`src/rtl/boot_loader.sv`:
```
// boot_loader
// ------------
// Program loader that sits in front of the processor core. After reset it
// holds the core in reset and receives a framed image over a byte
// valid/ready stream:
//   LEN_LO, LEN_HI             16-bit word count N (little-endian)
//   N x 4 payload bytes        each word LSB first -> wdata = {b3,b2,b1,b0}
//   checksum byte              sum mod 256 of all payload bytes
// Every assembled word is written to instruction memory as a one-cycle
// strobe. A matching checksum releases the core. A bad count or a bad
// checksum leaves the core held in reset and raises err.
//
// Ports
//   clk, rst     clock and synchronous active-high reset
//   rx_valid     byte present on rx_data
//   rx_data      stream byte
//   rx_ready     loader accepts a byte this cycle
//   imem_we      instruction-memory write strobe (one cycle per word)
//   imem_addr    word address of the write
//   imem_wdata   word to write
//   core_rst     core reset (1 = held in reset)
//   done         image loaded and verified, core running
//   err          image rejected
module boot_loader #(
  parameter int ADDR_W    = 8,
  parameter int MAX_WORDS = 256
) (
  input  logic              clk,
  input  logic              rst,
  input  logic              rx_valid,
  input  logic [7:0]        rx_data,
  output logic              rx_ready,
  output logic              imem_we,
  output logic [ADDR_W-1:0] imem_addr,
  output logic [31:0]       imem_wdata,
  output logic              core_rst,
  output logic              done,
  output logic              err
);

  typedef enum logic [2:0] {
    S_LEN0 = 3'd0,
    S_LEN1 = 3'd1,
    S_DATA = 3'd2,
    S_CSUM = 3'd3,
    S_RUN  = 3'd4,
    S_ERR  = 3'd5
  } state_t;

  // One extra bit so MAX_WORDS = 65536 still compares correctly.
  localparam logic [16:0] MAX_COUNT = 17'(MAX_WORDS);

  // Modulo-256 checksum accumulation.
  function automatic logic [7:0] csum_add(input logic [7:0] acc, input logic [7:0] b);
    csum_add = acc + b;
  endfunction

  state_t            state_r;
  state_t            next_state_s;
  logic              accept_s;
  logic [15:0]       count_s;
  logic              count_bad_s;
  logic              last_byte_s;
  logic              last_word_s;
  logic [7:0]        len_lo_r;
  logic [ADDR_W-1:0] last_idx_r;
  logic [ADDR_W-1:0] word_idx_r;
  logic [1:0]        byte_idx_r;
  logic [7:0]        sum_r;
  logic [23:0]       lane_r;

  assign accept_s    = rx_valid && rx_ready;
  // The full count is only meaningful while the high byte is on rx_data.
  assign count_s     = {rx_data, len_lo_r};
  assign count_bad_s = (count_s == 16'd0) || ({1'b0, count_s} > MAX_COUNT);
  assign last_byte_s = (byte_idx_r == 2'd3);
  assign last_word_s = (word_idx_r == last_idx_r);

  // State register.
  always_ff @(posedge clk) begin
    if (rst) begin
      state_r <= S_LEN0;
    end else begin
      state_r <= next_state_s;
    end
  end

  // Next-state decode.
  always_comb begin
    next_state_s = state_r;
    case (state_r)
      S_LEN0: begin
        if (accept_s) next_state_s = S_LEN1;
        else          next_state_s = S_LEN0;
      end
      S_LEN1: begin
        if (accept_s) next_state_s = count_bad_s ? S_ERR : S_DATA;
        else          next_state_s = S_LEN1;
      end
      S_DATA: begin
        if (accept_s && last_byte_s && last_word_s) next_state_s = S_CSUM;
        else                                        next_state_s = S_DATA;
      end
      S_CSUM: begin
        if (accept_s) next_state_s = (rx_data == sum_r) ? S_RUN : S_ERR;
        else          next_state_s = S_CSUM;
      end
      S_RUN:   next_state_s = S_RUN;
      S_ERR:   next_state_s = S_ERR;
      // An illegal encoding must never release the core.
      default: next_state_s = S_ERR;
    endcase
  end

  // Header capture, word assembly, checksum and memory write strobe.
  always_ff @(posedge clk) begin
    if (rst) begin
      len_lo_r   <= 8'd0;
      last_idx_r <= {ADDR_W{1'b0}};
      word_idx_r <= {ADDR_W{1'b0}};
      byte_idx_r <= 2'd0;
      sum_r      <= 8'd0;
      lane_r     <= 24'd0;
      imem_we    <= 1'b0;
      imem_addr  <= {ADDR_W{1'b0}};
      imem_wdata <= 32'd0;
    end else begin
      imem_we <= 1'b0;
      if (accept_s) begin
        case (state_r)
          S_LEN0: len_lo_r <= rx_data;
          S_LEN1: begin
            // N-1 fits ADDR_W whenever the count is legal; otherwise unused.
            last_idx_r <= ADDR_W'(count_s - 16'd1);
            word_idx_r <= {ADDR_W{1'b0}};
          end
          S_DATA: begin
            sum_r      <= csum_add(sum_r, rx_data);
            byte_idx_r <= byte_idx_r + 2'd1;
            case (byte_idx_r)
              2'd0:    lane_r[7:0]   <= rx_data;
              2'd1:    lane_r[15:8]  <= rx_data;
              2'd2:    lane_r[23:16] <= rx_data;
              default: begin
                imem_we    <= 1'b1;
                imem_addr  <= word_idx_r;
                imem_wdata <= {rx_data, lane_r};
                // Hold at N-1 so the index never runs past the image.
                if (!last_word_s) word_idx_r <= word_idx_r + ADDR_W'(1'b1);
              end
            endcase
          end
          default: begin
          end
        endcase
      end
    end
  end

  // Status outputs registered from the next state so they change with it.
  always_ff @(posedge clk) begin
    if (rst) begin
      rx_ready <= 1'b1;
      core_rst <= 1'b1;
      done     <= 1'b0;
      err      <= 1'b0;
    end else begin
      rx_ready <= (next_state_s == S_LEN0) || (next_state_s == S_LEN1) ||
                  (next_state_s == S_DATA) || (next_state_s == S_CSUM);
      core_rst <= (next_state_s != S_RUN);
      done     <= (next_state_s == S_RUN);
      err      <= (next_state_s == S_ERR);
    end
  end

endmodule

```
`config.mk`:
```
export PLATFORM = sky130hd
export DESIGN_NAME = boot_loader
export DESIGN_NICKNAME = d
export VERILOG_FILES = /design/src/rtl/boot_loader.sv
export SDC_FILE = /design/constraint.sdc
export NUM_CORES = 1
export LEC_CHECK = 0
export ABC_AREA = 1
export BUFFER_PORTS_ARGS = -buffer_cell sky130_fd_sc_hd__buf_2
export CAP_MARGIN = 20
export CORE_MARGIN = 2
export CORE_UTILIZATION = 40
export DETAILED_ROUTE_END_ITERATION = 7
export GPL_TIMING_DRIVEN = 0
export PLACE_DENSITY = 0.66
export SLEW_MARGIN = 20
export SYNTH_ARGS = -nofsm -noshare
export SYNTH_HDL_FRONTEND = slang
export SYNTH_SLANG_ARGS = --single-unit
```
`constraint.sdc`:
```
create_clock -name clk -period 2.5 [get_ports clk]
set_input_delay 0.125 -clock clk [delete_from_list [all_inputs] [get_ports clk]]
set_output_delay 0.125 -clock clk [all_outputs]
set_load 0.05 [all_outputs]
```
-- Word-level counts from Yosys, hierarchy flattened
Index checks and enable logic that the tools add are counted.
- register bits after elaboration: 106
- latch bits: 0
- bits in writable memories: 0
- bits in read-only memories: 0
- bits of input ports: 11
- output and inout bits: 45
- memories: 0
- add/sub/neg operators: 4
- multiply operators: 0
- divide/modulo/power cells: 0
- order comparisons: 1
- equality and inequality tests: 17
- shifts and indexed selects: 0
- mux-type cells: 11
- bitwise logic cells: 3
- reductions and logical operators: 22
- operators by type and width (cell ; number):
    == test 8 bit ; 2
    greater-than comparator 16 x 9 -> 1 bit (second input constant) ; 1
    zero test 16 bit ; 1
    2-to-1 mux 8 bit ; 2
    one-hot mux 8 bit (2 select lines) ; 1
    one-hot mux 3 bit (5 select lines) ; 1
    == test 3 x 2 -> 1 bit (second input constant) ; 4
    AND reduction 3 bit ; 4
    == test 3 bit (second input constant) ; 3
    2-to-1 mux 3 bit ; 3
    adder 8 x 1 -> 8 bit (second input constant) ; 1
    adder 8 bit ; 1
    subtractor 8 x 1 -> 8 bit (second input constant) ; 1
    == test 3 x 1 -> 1 bit (second input constant) ; 2
    zero test 3 bit ; 2
    AND reduction 2 bit ; 3
    OR reduction 3 bit ; 2
    == test 2 bit (second input constant) ; 2
    logical OR 1 bit ; 4
    2-to-1 mux 1 bit ; 4
    != test 2 bit (second input constant) ; 2
    AND reduction 4 bit ; 1
    logical AND 1 bit ; 3
    != test 3 bit (second input constant) ; 1
    other kinds (5) ; 7

-- Depth between registers and ports, before layout
Gate-level depths: netlist of the first run.
- depth after elaboration: 9
- gate-level depth with buffers: 13

-- Worst setup path before layout of the first run
Ideal clock, no wire load.
- path kind: register to register
- start: register rx_ready
- end: register sum_r[7]
- library setup time: 0.115 ns
- arrival: 1.599 ns
- required time: 2.385 ns
- path slack: 0.785 ns
- stages on the path, launching flop included: 9
- buffers on the path: 1
- path through: dfxtp_1 > nand2_2 > inv_1 > nand2_8 > clkinv_4 > buf_4 > nand2_1 > o21ai_0 > inv_1
- longest elaborated chain between the ends: 2
- RTL lines (what ; RTL line ; source):
    start: declaration ; 32 ; output logic rx_ready,
    start signal: assignment ; 168 ; rx_ready <= (next_state_s == S_LEN0) || (next_state_s == S_LEN1) ||
    logical AND 1 bit ; 72 ; assign accept_s = rx_valid && rx_ready;
    AND reduction 2 bit (no source line) ; n/a ;
    end signal: assignment ; 138 ; sum_r <= csum_add(sum_r, rx_data);
    end: declaration ; 69 ; logic [7:0] sum_r;
Every way passes these cells.
A chain may end at the register's enable or synchronous reset.

-- Final worst setup path of the first run
- start: register sum_r[5]
- end: register state_r[0]
- longest elaborated chain between the ends: 4
- RTL lines (what ; RTL line ; source):
    == test 8 bit ; 105 ; if (accept_s) next_state_s = (rx_data == sum_r) ? S_RUN : S_ERR;
    2-to-1 mux 1 bit ; 105 ;
    2-to-1 mux 3 bit ; 105 ;
    one-hot mux 3 bit (5 select lines) ; 91 ; case (state_r)
    end signal: assignment ; 84 ; state_r <= next_state_s;
    end: declaration ; 58 ; state_t state_r;
Every way passes these cells.

==> results of run 1 <==
## placed cells by master (no fill, tap or decap), drive strengths merged, types with 4 or more instances in the layout
cell type	instances
xnor2	6
xor2	8
ha	14
a21oi	53
buf	71
nor2	125
nand3	30
o21ai	91
inv	56
clkinv	7
dfxtp	106
clkbuf	20
nor3	4
nand2	65
## worst min-delay path by stage
| stage | end | from | slack [ns] |
|---|---|---|---|
| final | last_idx_r[7] | rst | 0.12 |
| after global placement | last_idx_r[0] | len_lo_r[0] | 0.43 |
| after floorplan | imem_wdata[26] | rx_data[2] | 0.26 |
| after CTS | last_idx_r[7] | rst | 0.12 |
| after detailed placement | last_idx_r[0] | len_lo_r[0] | 0.43 |
| after global routing | last_idx_r[7] | rst | 0.13 |
## layout make-up
type | count | area, um^2 | share of cell area (%)
inverters | 60 | 234.0 | 4.350
flip-flops and latches | 106 | 2122 | 39.45
clock buffers | 10 | 229.0 | 4.257
repair buffers | 55 | 275.3 | 5.117
well taps | 143 | 178.9 | 3.326
plain buffers | 26 | 141.4 | 2.629
multi-input cells | 412 | 2142 | 39.82
clock inverters | 5 | 56.30 | 1.047
## critical path: cells and delay by family (launching register included)
kind / cells / cell delay [ns]
adder cells (fa/ha/maj): 1 / 0.27
AO/OA/AOI/OAI: 2 / 0.32
buffers and inverters: 1 / 0.19
flip-flops: 1 / 0.32
AND/OR/NAND/NOR: 6 / 0.53
## metal layers
metal / wire (um) / GRT usage (%)
met3: 764 / 4.083
met1: 5331 / 24.94
met4: 202 / 6.502
met5: 0 / 0
met2: 5279 / 30.87
## kinds of logic after synthesis
| kind of cell | Yosys count | synth area share [%] |
|---|---|---|
| AO/OA/AOI/OAI | 153 | 17.18 |
| XOR/XNOR | 14 | 2.643 |
| adder cells (fa/ha/maj) | 15 | 4.207 |
| buffers and inverters | 86 | 8.090 |
| flip-flops | 106 | 45.74 |
| AND/OR/NAND/NOR | 230 | 22.14 |
## state kept, by name, indices dropped and copies added (netlist names)
signal and count:
last_idx_r 8, sum_r 8, done 1, byte_idx_r 2
word_idx_r 8, imem_wdata 32, rx_ready 1, core_rst 1
state_r 3, imem_we 1, len_lo_r 8, err 1
lane_r 24, imem_addr 8
## where the power goes
part / switching, mW / total, mW / internal [mW]
combinational: 0.235 / 0.338 / 0.104
clock: 0.618 / 1.39 / 0.770
sequential: 0.0320 / 1.76 / 1.73
total: 0.885 / 3.49 / 2.60
==> flow_summary.toml, run 1 <==
[outcome]
status = "finished clean"

[global_routing]
grt_max_degree = 17
antenna_found_initial = 0
grtUsageTotal_pct = 18.93
grt-ovfl-total = 0
grt_pass1_wl_mm = 19.24
grt_pass1_vias = 3928

[clock_network]
clockRootBuffer = "clkbuf_16"
cts_inserted_buffers = 9
clkSinkCount = 106
cts.clk_slew.worst_paths_ns = 0.07
postCtsSetupBuffers = 0
cts_hold_repair.buffers = 0
cts_resized = 0
htreeDepth = 3
cts_max_path_buffers = 2
clkLatencyLatePin_ns = 0.35
cts_tree = "built"

[timing]
rsz0062_at_grt = "false"
slew_viol_final = 0
max_slew_margin_pct = 60.51
fin_skew_ns = 0.007250
period_minus_slack_ns = 1.765
final.setup.worst_slack_ns = 0.7351
fin_crit_sh_pct = 70.60
finalSetupTns_ns = 0
worstMarginPinSlew_ns = 0.5923
whs_ns = 0.1229
setup_viol = 0
hold_viol = 0
fmax_mhz = 566.6

[power_and_ir_drop]
finalPower_mw = 3.487
power_per_cell_area_nw_per_um2 = 648.2
peakVddDrop_uv = 450.5
leakage_nw = 2.599

[yosys]
yosysTopAreaCellShare_pct = 45.74
synthArstFlopShare_pct = 0
yosysWarnings = 0
syn_area_um2 = 4639
synth_area_leader_cell = "dfxtp_1"
ys_seq_elements = 106
synth_edf_count = 0
synth_area_per_cell_um2 = 7.681
yosysMostFrequentCell = "nor2_1"
syn_nets = 630
postSynthCellCount = 604
ys_types = 41
synth_common_cells = "121 x nor2_1, 106 x dfxtp_1, 81 x o21ai_0"
synthFlopType = "dfxtp_1"
synth.top_cells.by_area = "dfxtp_1 46%, nor2_1 9.8%, o21ai_0 8.7%, a21oi_1 5.5%, nand2_1 4.5%"
ys_seq_area_share_pct = 45.74

[setup_path]
worstRegToRegCells = 10
crit_slowest_cell = "dfxtp_1"
setup.worst_path.start = "sum_r[5]"
rrSetupSlack_ns = 0.74
worstPathArrival_ns = 1.97
path_class = "reg2reg"
cp_cell_sequence = "ha_1 > clkbuf_1 > nor2_1 > nand2_1 > nor2_1 > nand2_1 > a21oi_1 > nand2_1 > a21oi_2 > nor2_1"
cpPeakStageDelay_ns = 0.32
cp_max_fo = 8
r2r_start = "sum_r[5]"
start_kind = "register"
end_kind = "register"
required_ns = 2.71
reg2reg_to = "state_r[0]"
endpoint = "state_r[0]"

[cells_and_area]
fin_area_um2 = 5379
antenna_cells = 0
num-nets-final = 696
final_core_util_pct = 47.31
fin_cells = 817
area_delta_synth_final_pct = 15.94
fillers = 1100
drive_above_1_share_pct = 16.17

[placed_design]
dp_cells = 802
pre_cts_slack_ns = 0.7488
dpl-instance-area_um2 = 5094
dpl.hpwl_mm = 8.524
finalWeightedCongestion = 0.8917
portBuffers = 55

[floorplan]
die_h_um = 111.7
chipWidth_um = 111.7
initial_core_util_pct = 40.81
rows = 39
coreArea_um2 = 11370
ios = 56
die_area_um2 = 12480

[worst_hold_path]
hold_path_class = "in2reg"
hold_depth = 4

[routing]
avgRoutedWirePerCell_um = 14.17
avgViaCountPerCell = 5.095
firstDrtPassIters = 6
dr.first_iter.drc_count = 260
vias = 4163
drc_errors = 0
routed_wl_mm = 11.58
postRouteAntennaNets = 0

[flow_run]
drv_cap = 0
No activity file was read; power rests on OpenSTA's default activity.
==> run 2: changes to the inputs <==
PLACE_DENSITY = 0.69   (was 0.66)
clock period = 1.6 ns   (was 2.5 ns; I/O delays follow)
==> flow_summary.toml, run 2 (synthesis results as in run 1) <==
[routing]
postRouteAntennaNets = 0
drc_errors = 0
vias = 4179
avgRoutedWirePerCell_um = 14.19
firstDrtPassIters = 5
routed_wl_mm = 11.75
dr.first_iter.drc_count = 281
avgViaCountPerCell = 5.047

[timing]
worstMarginPinSlew_ns = 0.6149
fin_skew_ns = 0.006501
final.setup.worst_slack_ns = -0.006609
rsz0062_at_grt = "true"
fin_crit_sh_pct = 100.4
max_slew_margin_pct = 59.01
period_minus_slack_ns = 1.607
hold_viol = 0
fmax_mhz = 622.4
slew_viol_final = 0
finalSetupTns_ns = -0.006609
setup_viol = 1

[outcome]
violations = "setup timing"
status = "finished, violations left"

[cells_and_area]
layout_common_cells = "109 x nor2_1, 97 x dfxtp_1, 80 x o21ai_0"
num-nets-final = 706
area_delta_synth_final_pct = 23.25
layout_commonest_cell = "nor2_1"
antenna_cells = 0
largest_register_ffs = 32
drive_above_1_share_pct = 23.94
largest_registers = "imem_wdata (32), lane_r (24)"
largest-register = "imem_wdata"

[placed_design]
portBuffers = 55
dpl.hpwl_mm = 8.271
pre_cts_slack_ns = -0.09015
finalWeightedCongestion = 0.8950

[setup_path]
cp_cell_sequence = "inv_1 > nor2_2 > inv_2 > nor2_8 > nand2_8 > nor2_8 > inv_2 > buf_4 > nor2_1 > nor2_1"
start_kind = "register"
required_ns = 1.84
path_class = "reg2reg"
rrSetupSlack_ns = -0.007
crit_slowest_cell = "dfxtp_2"
end_kind = "register"
worstRegToRegCells = 10
reg2reg_to = "imem_wdata[10]"
worstPathArrival_ns = 1.85
cp_max_fo = 10
cpPeakStageDelay_ns = 0.35
r2r_start = "state_r[1]"

[power_and_ir_drop]
power_per_cell_area_nw_per_um2 = 1001
leakage_nw = 2.677
peakVddDrop_uv = 636.5

[worst_hold_path]
min_from = "rst"
hold_depth = 4
min_to = "sum_r[3]"
hold_path_class = "in2reg"

[clock_network]
clockRootBuffer = "clkbuf_16"
clkLatencyLatePin_ns = 0.35
cts.clk_slew.worst_paths_ns = 0.07
htreeDepth = 3
clkSinkCount = 106
cts_inserted_buffers = 9
cts_max_path_buffers = 2
cts_hold_repair.buffers = 0
cts_tree = "built"

[global_routing]
grt-ovfl-total = 0
grtUsageTotal_pct = 18.38
grt_max_degree = 18
grt_pass1_vias = 3730
antenna_found_initial = 0
grt_pass1_wl_mm = 18.65

[floorplan]
die_h_um = 111.7
rows = 39
ios = 56
chipWidth_um = 111.7
initial_core_util_pct = 40.81
die_area_um2 = 12480
coreArea_um2 = 11370

[flow_run]
drv_cap = 0
## run 2: changes by cell type in the layout (fill, tap and decap cells not counted), sizes merged
cell / before / now
buf: 71 / 82
bufinv: 1 / 2
clkbuf: 20 / 18
clkinv: 7 / 6
inv: 56 / 57
nand2: 65 / 66
## run 2: area by class of cell
cell class                      instances  area [um^2]
Tap cell                              143        178.9
Buffer                                 25        158.9
Inverter                               60        237.7
Sequential cell                       106         2136
Fill cell                            1065         5652
Multi-Input combinational cell        413         2340
Clock buffer                           10        229.0
Clock inverter                          6        87.58
Timing Repair Buffer                   65        350.3
## run 2: worst max-delay path by stage
stage	start	end	slack, ns	cells past startpoint
finish	state_r[1]	imem_wdata[10]	-0.007	10
global route	state_r[2]	last_idx_r[2]	-0.1	6
CTS	sum_r[5]	core_rst	0.007	9
detailed placement	sum_r[5]	core_rst	-0.09	10
global placement	sum_r[5]	core_rst	-0.09	10
floorplan	rx_ready	sum_r[7]	0.08	8
## run 2: worst max-delay path, delay by kind of cell, from the launching register on
family                 cells  cell delay [ns]
buffers and inverters      4             0.39
and+or+nand+nor            6             0.75
DFF                        1             0.35
## run 2: metrics by stage
| step | instance area (um^2) | power (mW) | instances | util [%] | hold slack, ns |
|---|---|---|---|---|---|
| floorplan | 4641 | 3.182 | 604 | - | 0.2149 |
| global placement | 5095 | 3.323 | 802 | 44.81 | 0.4292 |
| detailed placement | 5095 | 3.332 | 802 | 44.81 | 0.4270 |
| CTS | 5440 | 5.687 | 817 | 47.85 | 0.06559 |
| global route | 5718 | 5.955 | 828 | 50.29 | 0.09492 |
| finish | 5718 | 5.722 | 828 | 50.29 | 0.07868 |
## run 2: layer usage
metal	track usage [%]	vias up	share of wire (%)
li1	-	2119	-
met1	25.67	1946	48
met2	28.65	95	46
met3	3.974	19	4.2
met4	5.432	0	1.7
met5	0	-	0
## run 2: where the power goes
group          leakage (nW)  switching [mW]  internal [mW]
clock network         0.157           0.988           1.38
logic                  1.66           0.401          0.199
registers             0.861          0.0561           2.70
total                  2.68            1.45           4.28
## run 2: what timing repair did
| action | 4_1_cts | 5_1_grt |
|---|---|---|
| gates cloned | 0 | 1 |
| setup buffers | 0 | 10 |
| pin swaps | 0 | 12 |
| gates resized for setup | 5 | 60 |
| setup endpoints to repair | 6 | 65 |
==> run 3: changes to the inputs <==
--- a/config.mk
+++ b/config.mk
@@ -14,4 +14,5 @@
 export GPL_TIMING_DRIVEN = 0
 export PLACE_DENSITY = 0.69
+export SETUP_SLACK_MARGIN = 0.5
 export SLEW_MARGIN = 20
 export SYNTH_ARGS = -nofsm -noshare
==> constraint.sdc (replaced) <==
create_clock -name clk -period 1.6 [get_ports clk]
set_input_delay 0.08 -clock clk [delete_from_list [all_inputs] [get_ports clk]]
set_output_delay 0.08 -clock clk [all_outputs]
set_load 0.01 [all_outputs]
==> flow_summary.toml, run 3 (synthesis results as in run 1) <==
[outcome]
status = "finished clean"

[floorplan]
ios = 56
coreArea_um2 = 11370
rows = 39
initial_core_util_pct = 40.81
die_area_um2 = 12480
chipWidth_um = 111.7
die_h_um = 111.7

[power_and_ir_drop]
p_sw_mw = 1.727
swShare_pct = 29.28
leakage_nw = 3.143
peakVddDrop_uv = 593.1
power_per_cell_area_nw_per_um2 = 817.2
cellInternalPower_mw = 4.170
finalPower_mw = 5.897
seqPwrFrac_pct = 47.0
pwr-share-clk_pct = 36.3
comb_power_share_pct = 16.7

[cells_and_area]
final_core_util_pct = 63.46
fin_cells = 883
largest_register_ffs = 32
drive_above_1_share_pct = 49.32
layout_commonest_cell = "nor2_1"
largest_registers = "imem_wdata (32), lane_r (24)"
layout_common_cells = "97 x nor2_1, 87 x dfxtp_1, 62 x o21ai_2"
largest-register = "imem_wdata"
antenna_cells = 0
num-nets-final = 761
fin_area_um2 = 7216
area_delta_synth_final_pct = 55.53

[setup_path]
start_kind = "register"
worstPathArrival_ns = 1.89
reg2reg_to = "imem_wdata[6]"
worstRegToRegCells = 11
end_kind = "register"
path_class = "reg2reg"
cp_max_fo = 5
rrSetupSlack_ns = 0.006
required_ns = 1.90
setup.worst_path.start = "state_r[1]"
r2r_start = "state_r[1]"

[routing]
firstDrtPassIters = 6
avgRoutedWirePerCell_um = 17.95
avgViaCountPerCell = 5.409
drc_errors = 0
postRouteAntennaNets = 0
routed_wl_mm = 15.85
vias = 4776
dr.first_iter.drc_count = 376

[clock_network]
cts_inserted_buffers = 9
cts_max_path_buffers = 2
clkSinkCount = 106
htreeDepth = 3
clkLatencyLatePin_ns = 0.36
cts_tree = "built"
cts_hold_repair.buffers = 0
clockRootBuffer = "clkbuf_16"
cts.clk_slew.worst_paths_ns = 0.08

[timing]
period_minus_slack_ns = 1.594
fmax_mhz = 627.4
max_slew_margin_pct = 43.35
hold_viol = 0
finalSetupTns_ns = 0
fin_skew_ns = 0.01006
setup_viol = 0
rsz0062_at_grt = "true"
slew_viol_final = 0
worstMarginPinSlew_ns = 0.8498
fin_crit_sh_pct = 99.61

[placed_design]
portBuffers = 55
finalWeightedCongestion = 0.8458
dpl-instance-area_um2 = 5444
dpl.hpwl_mm = 8.807
dp_cells = 802

[global_routing]
grt_pass1_wl_mm = 22.49
grt_max_degree = 19
grt_pass1_vias = 4543
antenna_found_initial = 0
grtUsageTotal_pct = 22.60
grt-ovfl-total = 0

[worst_hold_path]
hold_path_class = "in2reg"
min_from = "rx_data[7]"
hold_depth = 3
min_to = "len_lo_r[7]"

[flow_run]
drv_cap = 0
[run 3: per-layer routing]
layer,up-vias,GRT usage [%],part of all wire [%]
met5,-,0,0
met4,0,9.053,4.6
met3,57,4.464,5.9
met2,183,39.68,50
met1,2296,27.11,39
li1,2240,-,-
[run 3: metrics by stage]
| step | hold slack, ns | setup WS, ns |
|---|---|---|
| after detailed placement | 0.4431 | -0.08772 |
| final | 0.07903 | 0.006178 |
| after global routing | 0.09140 | -0.03542 |
| after CTS | 0.08104 | 0.04233 |
| after global placement | 0.4323 | -0.01371 |
| after floorplan | 0.2149 | 0.1577 |
[run 3: critical path, cell delays in order, from the launching register on]
cell	delay, ns
dfxtp_2	0.35
inv_2	0.04
nor2_4	0.12
inv_4	0.06
nor2_8	0.15
nand2_8	0.09
nor2_8	0.13
buf_12	0.14
buf_8	0.12
buf_8	0.12
o21ai_0	0.08
nor2_1	0.12
[run 3: how the worst max path moves through the flow]
stage | slack [ns] | depth (start not counted) | to
after global placement | -0.01 | 9 | imem_wdata[9]
after global routing | -0.04 | 10 | imem_wdata[9]
final | 0.006 | 11 | imem_wdata[6]
after CTS | 0.04 | 10 | core_rst
after detailed placement | -0.09 | 9 | imem_wdata[6]
after floorplan | 0.16 | 10 | core_rst
[run 3: power by group through the flow]
stage / Combinational (mW) / Sequential, mW / Clock (mW)
2_1_floorplan: 0.434 / 2.82 / 0
3_3_place_gp: 0.587 / 2.82 / 0
3_5_place_dp: 0.601 / 2.82 / 0
4_1_cts: 0.745 / 2.76 / 2.14
5_1_grt: 1.04 / 2.78 / 2.26
6_report: 0.983 / 2.77 / 2.14
[run 3: timing repair]
| action | 4_1_cts | 5_1_grt |
|---|---|---|
| endpoints found under the setup margin | 100 | 106 |
| resized for setup | 152 | 120 |
| gates cloned | 13 | 1 |
| setup buffers | 32 | 19 |
| pin swaps | 49 | 71 |
[run 3: layout make-up]
type,instances,area [um^2]
clock inverters,7,51.30
multi-input cells,414,2988
flip-flops and latches,106,2153
plain buffers,26,257.7
clock buffers,9,225.2
repair buffers,118,1057
fillers,835,4154
well taps,143,178.9
inverters,60,304.0
